===== src/rtl/piso_pkg.sv =====
// rtl/piso_pkg.sv - shared state enum and length-width helper for piso_stream
package piso_pkg;

  typedef enum logic {
    IDLE  = 1'b0,
    SHIFT = 1'b1
  } state_e;

  // Width of a word count able to hold 0..ndata inclusive.
  function automatic int len_w(input int ndata);
    return $clog2(ndata + 1);
  endfunction

endpackage


===== src/rtl/piso_bank.sv =====
// rtl/piso_bank.sv - word buffer held in emission order with shift-out and remaining count
// Priority per cycle: clear, then load, then advance; advance pulls TAIL into the far end.
module piso_bank
  import piso_pkg::*;
#(
  parameter int             BIT   = 8,
  parameter int             NDATA = 4,
  parameter logic [BIT-1:0] TAIL  = '0
) (
  input  logic                     i_clk,
  input  logic                     i_rst,
  input  logic                     i_clr,
  input  logic                     i_load,
  input  logic                     i_adv,
  input  logic [BIT-1:0]           i_data [0:NDATA-1],
  input  logic [len_w(NDATA)-1:0]  i_len,
  output logic [BIT-1:0]           o_buf  [0:NDATA-1],
  output logic [len_w(NDATA)-1:0]  o_count
);

  localparam int LW = len_w(NDATA);

  logic [BIT-1:0] buf_q [0:NDATA-1];
  logic [BIT-1:0] buf_d [0:NDATA-1];
  logic [LW-1:0]  count_q;
  logic [LW-1:0]  count_d;

  always_comb begin
    buf_d   = buf_q;
    count_d = count_q;
    if (i_clr) begin
      for (int k = 0; k < NDATA; k++) buf_d[k] = TAIL;
      count_d = '0;
    end else if (i_load) begin
      for (int k = 0; k < NDATA; k++) buf_d[k] = i_data[k];
      count_d = i_len;
    end else if (i_adv && (count_q != '0)) begin
      for (int k = 0; k < NDATA - 1; k++) buf_d[k] = buf_q[k+1];
      buf_d[NDATA-1] = TAIL;
      count_d        = count_q - LW'(1);
    end
  end

  always_ff @(posedge i_clk or posedge i_rst) begin
    if (i_rst) begin
      for (int k = 0; k < NDATA; k++) buf_q[k] <= TAIL;
      count_q <= '0;
    end else begin
      for (int k = 0; k < NDATA; k++) buf_q[k] <= buf_d[k];
      count_q <= count_d;
    end
  end

  always_comb begin
    for (int k = 0; k < NDATA; k++) o_buf[k] = buf_q[k];
  end

  assign o_count = count_q;

endmodule


===== src/rtl/piso_stream.sv =====
// rtl/piso_stream.sv - parallel-in serial-out word streamer with valid/ready handshake
// Optional feature macro: PISO_STREAM_PRELOAD_EN (shadow buffer for gapless back-to-back loads).
module piso_stream
  import piso_pkg::*;
#(
  parameter int             BIT       = 8,
  parameter int             NDATA     = 4,
  parameter logic [BIT-1:0] TAIL      = '0,
  parameter bit             MSB_FIRST = 1'b0
) (
  input  logic                     i_clk,
  input  logic                     i_rst,
  input  logic                     i_in_valid,
  output logic                     o_in_ready,
  input  logic [BIT-1:0]           i_data [0:NDATA-1],
  input  logic [len_w(NDATA)-1:0]  i_len,
  output logic                     o_out_valid,
  input  logic                     i_out_ready,
  output logic [BIT-1:0]           o_data,
  output logic                     o_last,
  output logic                     o_busy
);

  localparam int LW = len_w(NDATA);

  state_e         state_q;
  state_e         state_d;
  logic [BIT-1:0] ordered   [0:NDATA-1];
  logic [BIT-1:0] load_data [0:NDATA-1];
  logic [BIT-1:0] main_buf  [0:NDATA-1];
  logic [LW-1:0]  len_eff;
  logic [LW-1:0]  load_len;
  logic [LW-1:0]  main_count;
  logic           len_nz;
  logic           accept;
  logic           adv;
  logic           last_acc;
  logic           load_main;
  logic           main_load;

  // Banks hold words in emission order, so MSB_FIRST only affects the load path.
  always_comb begin
    for (int k = 0; k < NDATA; k++) begin
      ordered[k] = MSB_FIRST ? i_data[NDATA-1-k] : i_data[k];
    end
  end

  assign len_eff  = (i_len > LW'(NDATA)) ? LW'(NDATA) : i_len;
  assign len_nz   = (len_eff != '0);
  assign accept   = i_in_valid && o_in_ready;
  assign adv      = o_out_valid && i_out_ready;
  assign last_acc = adv && o_last;

  assign o_busy      = (state_q == SHIFT);
  assign o_out_valid = (state_q == SHIFT);
  assign o_last      = (state_q == SHIFT) && (main_count == LW'(1));
  assign o_data      = (state_q == SHIFT) ? main_buf[0] : TAIL;

`ifdef PISO_STREAM_PRELOAD_EN
  logic [BIT-1:0] shadow_buf [0:NDATA-1];
  logic [LW-1:0]  shadow_count;
  logic           shadow_full;
  logic           load_shadow;
  logic           transfer;

  assign shadow_full = (shadow_count != '0);
  assign o_in_ready  = !i_rst && !shadow_full;
  // A load arriving as the last word leaves goes straight to the main bank.
  assign load_main   = accept && len_nz && ((state_q == IDLE) || last_acc);
  assign load_shadow = accept && len_nz && (state_q == SHIFT) && !last_acc;
  assign transfer    = last_acc && shadow_full;
  assign main_load   = load_main || transfer;
  assign load_len    = transfer ? shadow_count : len_eff;

  always_comb begin
    for (int k = 0; k < NDATA; k++) begin
      load_data[k] = transfer ? shadow_buf[k] : ordered[k];
    end
  end

  piso_bank #(
    .BIT   (BIT),
    .NDATA (NDATA),
    .TAIL  (TAIL)
  ) u_shadow (
    .i_clk   (i_clk),
    .i_rst   (i_rst),
    .i_clr   (transfer),
    .i_load  (load_shadow),
    .i_adv   (1'b0),
    .i_data  (ordered),
    .i_len   (len_eff),
    .o_buf   (shadow_buf),
    .o_count (shadow_count)
  );
`else
  assign o_in_ready = !i_rst && (state_q == IDLE);
  assign load_main  = accept && len_nz;
  assign main_load  = load_main;
  assign load_len   = len_eff;

  always_comb begin
    for (int k = 0; k < NDATA; k++) load_data[k] = ordered[k];
  end
`endif

  piso_bank #(
    .BIT   (BIT),
    .NDATA (NDATA),
    .TAIL  (TAIL)
  ) u_main (
    .i_clk   (i_clk),
    .i_rst   (i_rst),
    .i_clr   (1'b0),
    .i_load  (main_load),
    .i_adv   (adv),
    .i_data  (load_data),
    .i_len   (load_len),
    .o_buf   (main_buf),
    .o_count (main_count)
  );

  always_comb begin
    state_d = state_q;
    case (state_q)
      IDLE:  if (main_load) state_d = SHIFT;
      SHIFT: if (last_acc && !main_load) state_d = IDLE;
    endcase
  end

  always_ff @(posedge i_clk or posedge i_rst) begin
    if (i_rst) state_q <= IDLE;
    else       state_q <= state_d;
  end

endmodule


===== config.mk =====
export PLATFORM = sky130hd
export DESIGN_NAME = piso_stream
export DESIGN_NICKNAME = d
export VERILOG_FILES = /design/src/rtl/piso_pkg.sv /design/src/rtl/piso_bank.sv /design/src/rtl/piso_stream.sv
export SDC_FILE = /design/constraint.sdc
export NUM_CORES = 1
export LEC_CHECK = 0
export ABC_CLOCK_PERIOD_IN_PS = 1600
export BUFFER_PORTS_ARGS = -buffer_cell sky130_fd_sc_hd__buf_2
export CAP_MARGIN = 5
export CORE_ASPECT_RATIO = 0.7
export CORE_UTILIZATION = 46
export DETAILED_ROUTE_END_ITERATION = 7
export MAX_ROUTING_LAYER = met4
export PLACE_DENSITY = 0.74
export SLEW_MARGIN = 10
export SYNTH_ARGS = -nofsm -noshare
export SYNTH_HDL_FRONTEND = slang
export SYNTH_SLANG_ARGS = --single-unit

===== constraint.sdc =====
create_clock -name i_clk -period 1.6 [get_ports i_clk]
set_input_delay 0.16 -clock i_clk [delete_from_list [all_inputs] [get_ports i_clk]]
set_output_delay 0.16 -clock i_clk [all_outputs]
set_load 0.005 [all_outputs]

==> results by group, run 1 <==
Run status
  – Status: completed

Job
  – Maxcap violations: 0

Floorplan
  – Die H: between 50 and 60 um
  – Row cnt: 18
  – Top Ports: 51
  – Initial Util: between 50 and 60%
  – Die ar.: 4250 um^2
  – Area of the core: between 3000 and 4000 um^2
  – Die W: 77.5 um

Layout
  – Final Util: 63.0%
  – Nets: 272
  – Seq. cell area: 902 um^2
  – Area growth syn-to-layout: 25.8%
  – Layout cells sized above 1: 36.8%
  – Antenna cells: 0
  – Fill cell count: 320
  – Multi-input logic area: slightly above 800 um^2

Critical path
  – Class of the most critical setup path: register to register
  – Slowest cell on the critical path: dfrtp_2
  – Largest stage delay, worst path: 0.44 ns
  – Worst path bufs/invs: 1
  – Critical path arrival: between 1.5 and 2 ns
  – CP Launch Point: o_busy$_DFF_PP0_
  – CP endpoint kind: register
  – CP Cell Sequence: nor3b_2, o31a_2, buf_12, nor2_2, a21o_1
  – CP Max Fanout: 24
  – Worst EP required: between 1.5 and 2 ns
  – CP top delay family: flip-flops
  – Crit start category: register
  – Worst reg2reg startpoint: o_busy$_DFF_PP0_

Routing
  – Iteration-0 DRC Markers: 21
  – WL/cell: between 10 and 15 um
  – DRT Pass-1 Iters: 4
  – DR vias: roughly 1400
  – Vias per inst: approximately 5.0
  – Routed WL: approximately 3.6 mm
  – Post-route DRC: 0
  – Final antenna-violating net count: 0

Clock network
  – CTS tree: done
  – Clock sink count: 36
  – CTS H-tree depth: 2
  – Clock buffer depth: 2
  – Worst-path clk slew: about 0.070 ns
  – Worst skew pair latency: slightly below 0.3 ns
  – CTS root buffer: clkbuf_8
  – Cts bufs inserted: 5

Synthesis
  – Synth warn: 0
  – Synthesized area: between 1500 and 2000 um^2
  – Synth top area cells: dfrtp_1, mux2i_1, nand2_1
  – Netlist cell types: 30
  – Post-synth top area cell: dfrtp_1
  – Seq cells post-synth: 36
  – Post-Syn Area per Cell: about 11 um^2
  – Register area share after synthesis: 49.0%
  – Number of flops mapped to enable cells by yosys: 0
  – Top cell type's share of synthesized area: 49.0%
  – Ys async rst share: 100%
  – Post-Synthesis Cells: 174
  – Synthesized Nets: between 200 and 250
  – Top FF cell, synth: dfrtp_1

Place
  – Dpl ws: about 0.061 ns
  – Port bufs: 50
  – Final HPWL from detailed placement: around 2.7 mm
  – Routability congestion estimate: around 0.75

Timing
  – Worst slew pin tran: between 0.4 and 0.5 ns
  – Max Slew Vio Count: 0
  – Fin worst setup slack: about 0.085 ns
  – Setup violations, final: 0
  – Period utilization: approximately 95%
  – Rel. slew slack: between 70% and 80%
  – Final count of hold timing violations: 0
  – Post-Route Skew: about 0.0064 ns
  – Tmin final: 1.51 ns
  – Hold WS: approximately 0.067 ns
  – Total negative slack: 0 ns
  – FMAX: 660 MHz

Global routing
  – Gr ovfl total: 0
  – Global-route wire length before repair: between 6 and 7 mm
  – Vias in the first global route: ~1400
  – All-Layer GR Usage: 20.0%
  – Initial antenna violation count: 0
  – Largest net degree at the start of global routing: 37

Power
  – Worst vdd rail ir drop: around 0.00089 V
  – Power Dens Cells: roughly 1700 nW/um^2
  – LEAKAGE: 1.20 nW
  – Total power draw: 3.86 mW

Hold path
  – Hold_sp: i_data[8]
  – Worst min path class: primary input to register
-- layout make-up --
| class | instances | share of cell area (%) |
|---|---|---|
| sequential | 36 | 39.0 |
| multi-input combinational | 121 | 35.4 |
| timing repair buffer | 62 | 17.5 |
| clock buffer | 6 | 3.14 |
| tap | 50 | 2.71 |
| clock inverter | 2 | 1.52 |
| inverter | 4 | 0.650 |
-- path summary, 6_finish.rpt --
path / to / slack [ns] / cells past startpoint
hold reg to reg: u_main.o_buf[18]$_DFFE_PP0P_ / 0.48 / 1
min in group asynchronous: u_main.o_buf[20]$_DFFE_PP0P_ / 0.54 / 4
hold / removal: u_main.o_buf[8]$_DFFE_PP0P_ / 0.07 / 3
setup reg to reg: u_main.o_buf[18]$_DFFE_PP0P_ / 0.09 / 5
max in group asynchronous: o_busy$_DFF_PP0_ / 0.72 / 4
setup / recovery: u_main.o_buf[18]$_DFFE_PP0P_ / 0.09 / 5
-- flip-flops by register name (all words and copies together) (netlist names) --
name	flops
u_main.o_buf	32
u_main.o_count	3
o_busy	1
-- worst reg2reg max path, cell delays in order (launching register included) --
cell	delay, ns
dfrtp_2	0.44
nor3b_2	0.23
o31a_2	0.25
buf_12	0.18
nor2_2	0.13
a21o_1	0.19
-- Yosys cell counts (2+ instances only) --
master,count
buf_8,2
buf_6,5
mux2i_1,16
inv_1,4
a2bb2oi_1,2
dfrtp_1,36
and2_1,8
a22o_1,8
o21ai_1,4
nor2_1,4
o21ai_0,10
nand2_1,34
ha_1,3
a21o_1,11
o21ai_2,10
buf_2,3
-- what timing repair did --
item                       CTS  global route
hold buffers                 1             0
setup buffers                0             0
setup endpoints to repair    0            20
hold endpoints to repair    10             0
gates resized for setup      0             4
-- layer usage --
metal  vias to the layer above  global-route usage [%]  routed length, um  part of all wire, %
met1                       658                    24.0               1730                   48
met5                         -                       -                  0                    0
met4                         0                    8.49                 53                  1.5
met2                        32                    33.3               1680                   47
met3                         7                    4.67                149                  4.1
li1                        717                       -                  -                    -
-- stage by stage --
stage | instance area (um^2) | instances
after floorplan | 1840 | 174
after global placement | 2180 | 272
after detailed placement | 2180 | 272
after global routing | 2310 | 281
final | 2310 | 281
after CTS | 2300 | 281
-- cell usage in the layout (no fill, tap or decap), types with 4 or more instances in the layout --
master and instances:
a21o_1 11, a22o_1 8, and2_1 8, buf_12 5
buf_2 50, buf_4 6, clkbuf_8 5, dfrtp_1 35
inv_1 4, mux2i_1 15, nand2_1 34, nor2_1 4
o21ai_0 10, o21ai_1 4, o21ai_2 10
-- kinds of logic (layout without fill, tap and decap cells) --
family	count (synthesis)	count (layout)	share of synthesized area, %
and+or+nand+nor	52	52	13.0
AOI/OAI and AO/OA	50	50	20.0
DFF	36	36	49.0
buffers and inverters	17	74	7.22
muxes	16	16	8.72
adders and majority gates	3	3	2.04
-- power by group --
group / leakage, nW / internal (mW) / total, mW / switching (mW)
sequential: 0.460 / 1.30 / 1.53 / 0.227
combinational: 0.684 / 0.814 / 1.56 / 0.741
clock: 0.0552 / 0.462 / 0.777 / 0.315
No activity file was read; power rests on OpenSTA's default activity.
==> inputs of run 2 (changes only) <==
--- a/config.mk
+++ b/config.mk
@@ -5,14 +5,16 @@
 export SDC_FILE = /design/constraint.sdc
 export NUM_CORES = 1
 export LEC_CHECK = 0
+export ABC_AREA = 1
 export ABC_CLOCK_PERIOD_IN_PS = 1600
 export BUFFER_PORTS_ARGS = -buffer_cell sky130_fd_sc_hd__buf_2
 export CAP_MARGIN = 5
 export CORE_ASPECT_RATIO = 0.7
-export CORE_UTILIZATION = 46
+export CORE_MARGIN = 2
+export CORE_UTILIZATION = 47
 export DETAILED_ROUTE_END_ITERATION = 7
 export MAX_ROUTING_LAYER = met4
-export PLACE_DENSITY = 0.74
+export PLACE_DENSITY = 0.76
 export SLEW_MARGIN = 10
 export SYNTH_ARGS = -nofsm -noshare
 export SYNTH_HDL_FRONTEND = slang
==> run 2 against run 1 <==
Compared with the run above: first-iteration DRC count rose to 4.8 times the previous value; via count up 19%; register-to-register slack better by 0.09 ns; die area grew 6.3%; sequential share of layout area is 0.20 points higher; clock power is 11% lower; non-clock buffer count rose by 3; sequential power barely moved; flip-flop and latch count did not move; largest cell class unchanged.
==> results by group, run 2 <==
Hold path
  – Worst min-delay path endpoint: u_main.o_buf[6]$_DFFE_PP0P_
  – Worst min path class: primary input to register
  – WHS Path Cells: 3 (unchanged)
  – Hold_sp: i_data[6]

Timing
  – Post-Route Skew: 0.00159 ns (-0.00483 ns)
  – Total negative slack: 0 ns (unchanged)
  – Worst slew pin tran: 0.454 ns (+0.00757 ns)
  – Fin worst setup slack: 0.103 ns (+0.0175 ns)
  – Tmin final: 1.50 ns (-0.0175 ns)
  – Max Slew Vio Count: 0 (unchanged)
  – FMAX: 668 MHz (+1.2%)
  – Period utilization: 93.6% (-1.1 points)
  – Rel. slew slack: 69.7% (-0.47 points)
  – Final count of hold timing violations: 0 (unchanged)
  – RSZ-0062 raised after global routing: false
  – Setup violations, final: 0 (unchanged)

Layout
  – Leading cell type in the layout, fill and taps excluded: nand3_1
  – Antenna cells: 0 (unchanged)
  – Max FFs per register: 32 (unchanged)
  – Fin area: 2300 um^2 (-0.65%)
  – Area growth syn-to-layout: 22.4%
  – Final Non-Filler Cells: 341 (+21%)
  – Layout cells sized above 1: 27.3% (-9.5 points)
  – Nets: 331 (+22%)
  – Most frequent cells in the layout: nand3_1, nand2_1, buf_2, dfrtp_1

Floorplan
  – Initial Util: 48.4% (-1.6 points)
  – Die H: 56.9 um (+3.6%)
  – Top Ports: 51 (unchanged)
  – Row cnt: 19 (+1)
  – Die ar.: 4520 um^2 (+6.3%)
  – Die W: 79.5 um (+2.6%)
  – Area of the core: 3870 um^2 (+5.6%)

Synthesis
  – Synthesized area: 1880 um^2 (+2.1%)
  – Synth cell count leaders: nand3_1, nand2_1, dfrtp_1, inv_1, buf_2
  – Synthesized Nets: 276 (+28%)
  – Most frequent cell after synthesis: nand3_1
  – Synth warn: 0 (unchanged)
  – Ys async rst share: 100% (unchanged)
  – Post-synth top area cell: dfrtp_1
  – Post-Synthesis Cells: 234 (+34%)
  – Number of flops mapped to enable cells by yosys: 0 (unchanged)
  – Synth top area cells: dfrtp_1, nand3_1, nand2_1
  – Register area share after synthesis: 48.0% (-1.0 points)
  – Top cell type's share of synthesized area: 48.0% (-1.0 points)
  – Post-Syn Area per Cell: 8.02 um^2 (-24%)
  – Seq cells post-synth: 36 (unchanged)
  – Netlist cell types: 15 (-50%)
  – Top FF cell, synth: dfrtp_1

Routing
  – Final antenna-violating net count: 0 (unchanged)
  – Routed WL: 4.06 mm (+12%)
  – Vias per inst: 4.92 (-2.3%)
  – DRT Pass-1 Iters: 4 (unchanged)
  – Iteration-0 DRC Markers: 100 (+380%)
  – WL/cell: 11.9 um (-7.4%)
  – Post-route DRC: 0 (unchanged)
  – DR vias: 1677 (+19%)

Critical path
  – R2R Path End: u_main.o_buf[20]$_DFFE_PP0P_
  – CP endpoint kind: register
  – Crit start category: primary input
  – CP Launch Point: i_rst
  – Worst EP required: 1.79 ns (about the same)
  – Class of the most critical setup path: primary input to register
  – Register-to-Register Path Depth: 7 (+2)
  – Worst reg2reg startpoint: u_main.o_count[0]$_DFFE_PP0P_
  – R2R Setup Slk: 0.18 ns (+0.09 ns)
  – CP Max Fanout: 20 (-17%)
  – Critical path arrival: 1.68 ns (about the same)

Place
  – Placed cells: 328 (+21%)
  – Placed cell areas: 2150 um^2 (-1.3%)
  – Routability congestion estimate: 0.870 (+16%)
  – Final HPWL from detailed placement: 2.84 mm (+5.0%)
  – Dpl ws: 0.140 ns (+0.0785 ns)
  – Port bufs: 50 (unchanged)

Clock network
  – Clock sink count: 36 (unchanged)
  – Cts bufs inserted: 5 (unchanged)
  – Clock buffer depth: 2 (unchanged)
  – Worst-path clk slew: 0.07 ns (about the same)
  – CTS tree: done
  – CTS H-tree depth: 2 (unchanged)
  – CTS root buffer: clkbuf_8
  – Worst skew pair latency: 0.29 ns (about the same)

Power
  – LEAKAGE: 1.30 nW (+8.4%)
  – Worst vdd rail ir drop: 0.000658 V (-26%)
  – Power Dens Cells: 1590 nW/um^2 (-4.5%)
  – Total power draw: 3.66 mW (-5.2%)

Global routing
  – Largest net degree at the start of global routing: 37 (unchanged)
  – Vias in the first global route: 1513 (+10%)
  – Gr ovfl total: 0 (unchanged)
  – Initial antenna violation count: 0 (unchanged)
  – All-Layer GR Usage: 20.3% (+0.32 points)
  – Global-route wire length before repair: 6.97 mm (+15%)

Job
  – Maxcap violations: 0 (unchanged)

Run status
  – Status: completed
## run 2: cell families (layout without fill, tap and decap cells)
logic type | after synthesis | after routing | share of synthesized area (%)
AND/OR/NAND/NOR | 159 | 159 | 40.0
XOR/XNOR | 1 | 1 | 0.467
adder cells (fa/ha/maj) | 3 | 3 | 2.00
buffers and inverters | 35 | 90 | 9.54
flip-flops | 36 | 36 | 48.0
## run 2: layout make-up
cell class,count,area (um^2)
fill,363,1580
inverter,18,72.6
timing repair buffer,65,365
multi-input combinational,163,796
tap,52,65.1
sequential,36,901
clock buffer,7,96.3
## run 2: per-stage QoR
| step | hold slack [ns] | utilization (%) |
|---|---|---|
| after global placement | 0.300 | 55.5 |
| final | 0.0950 | 59.3 |
| after CTS | 0.0862 | 58.2 |
| after floorplan | 0.127 | - |
| after global routing | 0.103 | 59.3 |
| after detailed placement | 0.314 | 55.5 |
## run 2: worst max-delay path, stage by stage
cell           delay (ns)
dlygate4sd3_1        0.52
buf_2                0.11
inv_2                0.04
nand2_2              0.11
nor2_8               0.04
nand2_2              0.17
buf_4                0.26
nand2_1              0.14
nand2_1              0.09
nand2_1              0.04
## run 2: worst max-delay path by stage
stage	to	slack [ns]	cells after the start
finish	u_main.o_count[1]$_DFFE_PP0P_	0.10	10
detailed placement	u_main.o_buf[13]$_DFFE_PP0P_	0.14	7
global route	u_main.o_count[1]$_DFFE_PP0P_	0.02	10
global placement	u_main.o_buf[13]$_DFFE_PP0P_	0.20	7
CTS	u_main.o_count[1]$_DFFE_PP0P_	0.11	10
floorplan	u_main.o_count[0]$_DFFE_PP0P_	0.17	9
## run 2: timing repair
action | in CTS | in global routing
hold buffers | 1 | 0
endpoints found under the setup margin | 0 | 7
buffers inserted | 0 | 5
gates resized for setup | 0 | 1
hold endpoints to repair | 2 | 0
## run 2: power by group
group	leakage, nW	internal, mW	switching, mW
clock network	0.0503	0.383	0.310
registers	0.462	1.30	0.208
logic	0.788	0.622	0.838
total	1.30	2.31	1.36
## run 2: routing by layer
metal / vias up / part of all wire, % / global-route usage [%] / wire length (um)
met1: 743 / 52 / 29.3 / 2110
met2: 52 / 41 / 27.9 / 1650
met3: 6 / 6.3 / 6.11 / 257
met4: 0 / 0.98 / 5.17 / 40
li1: 876 / - / - / -
met5: - / 0 / - / 0
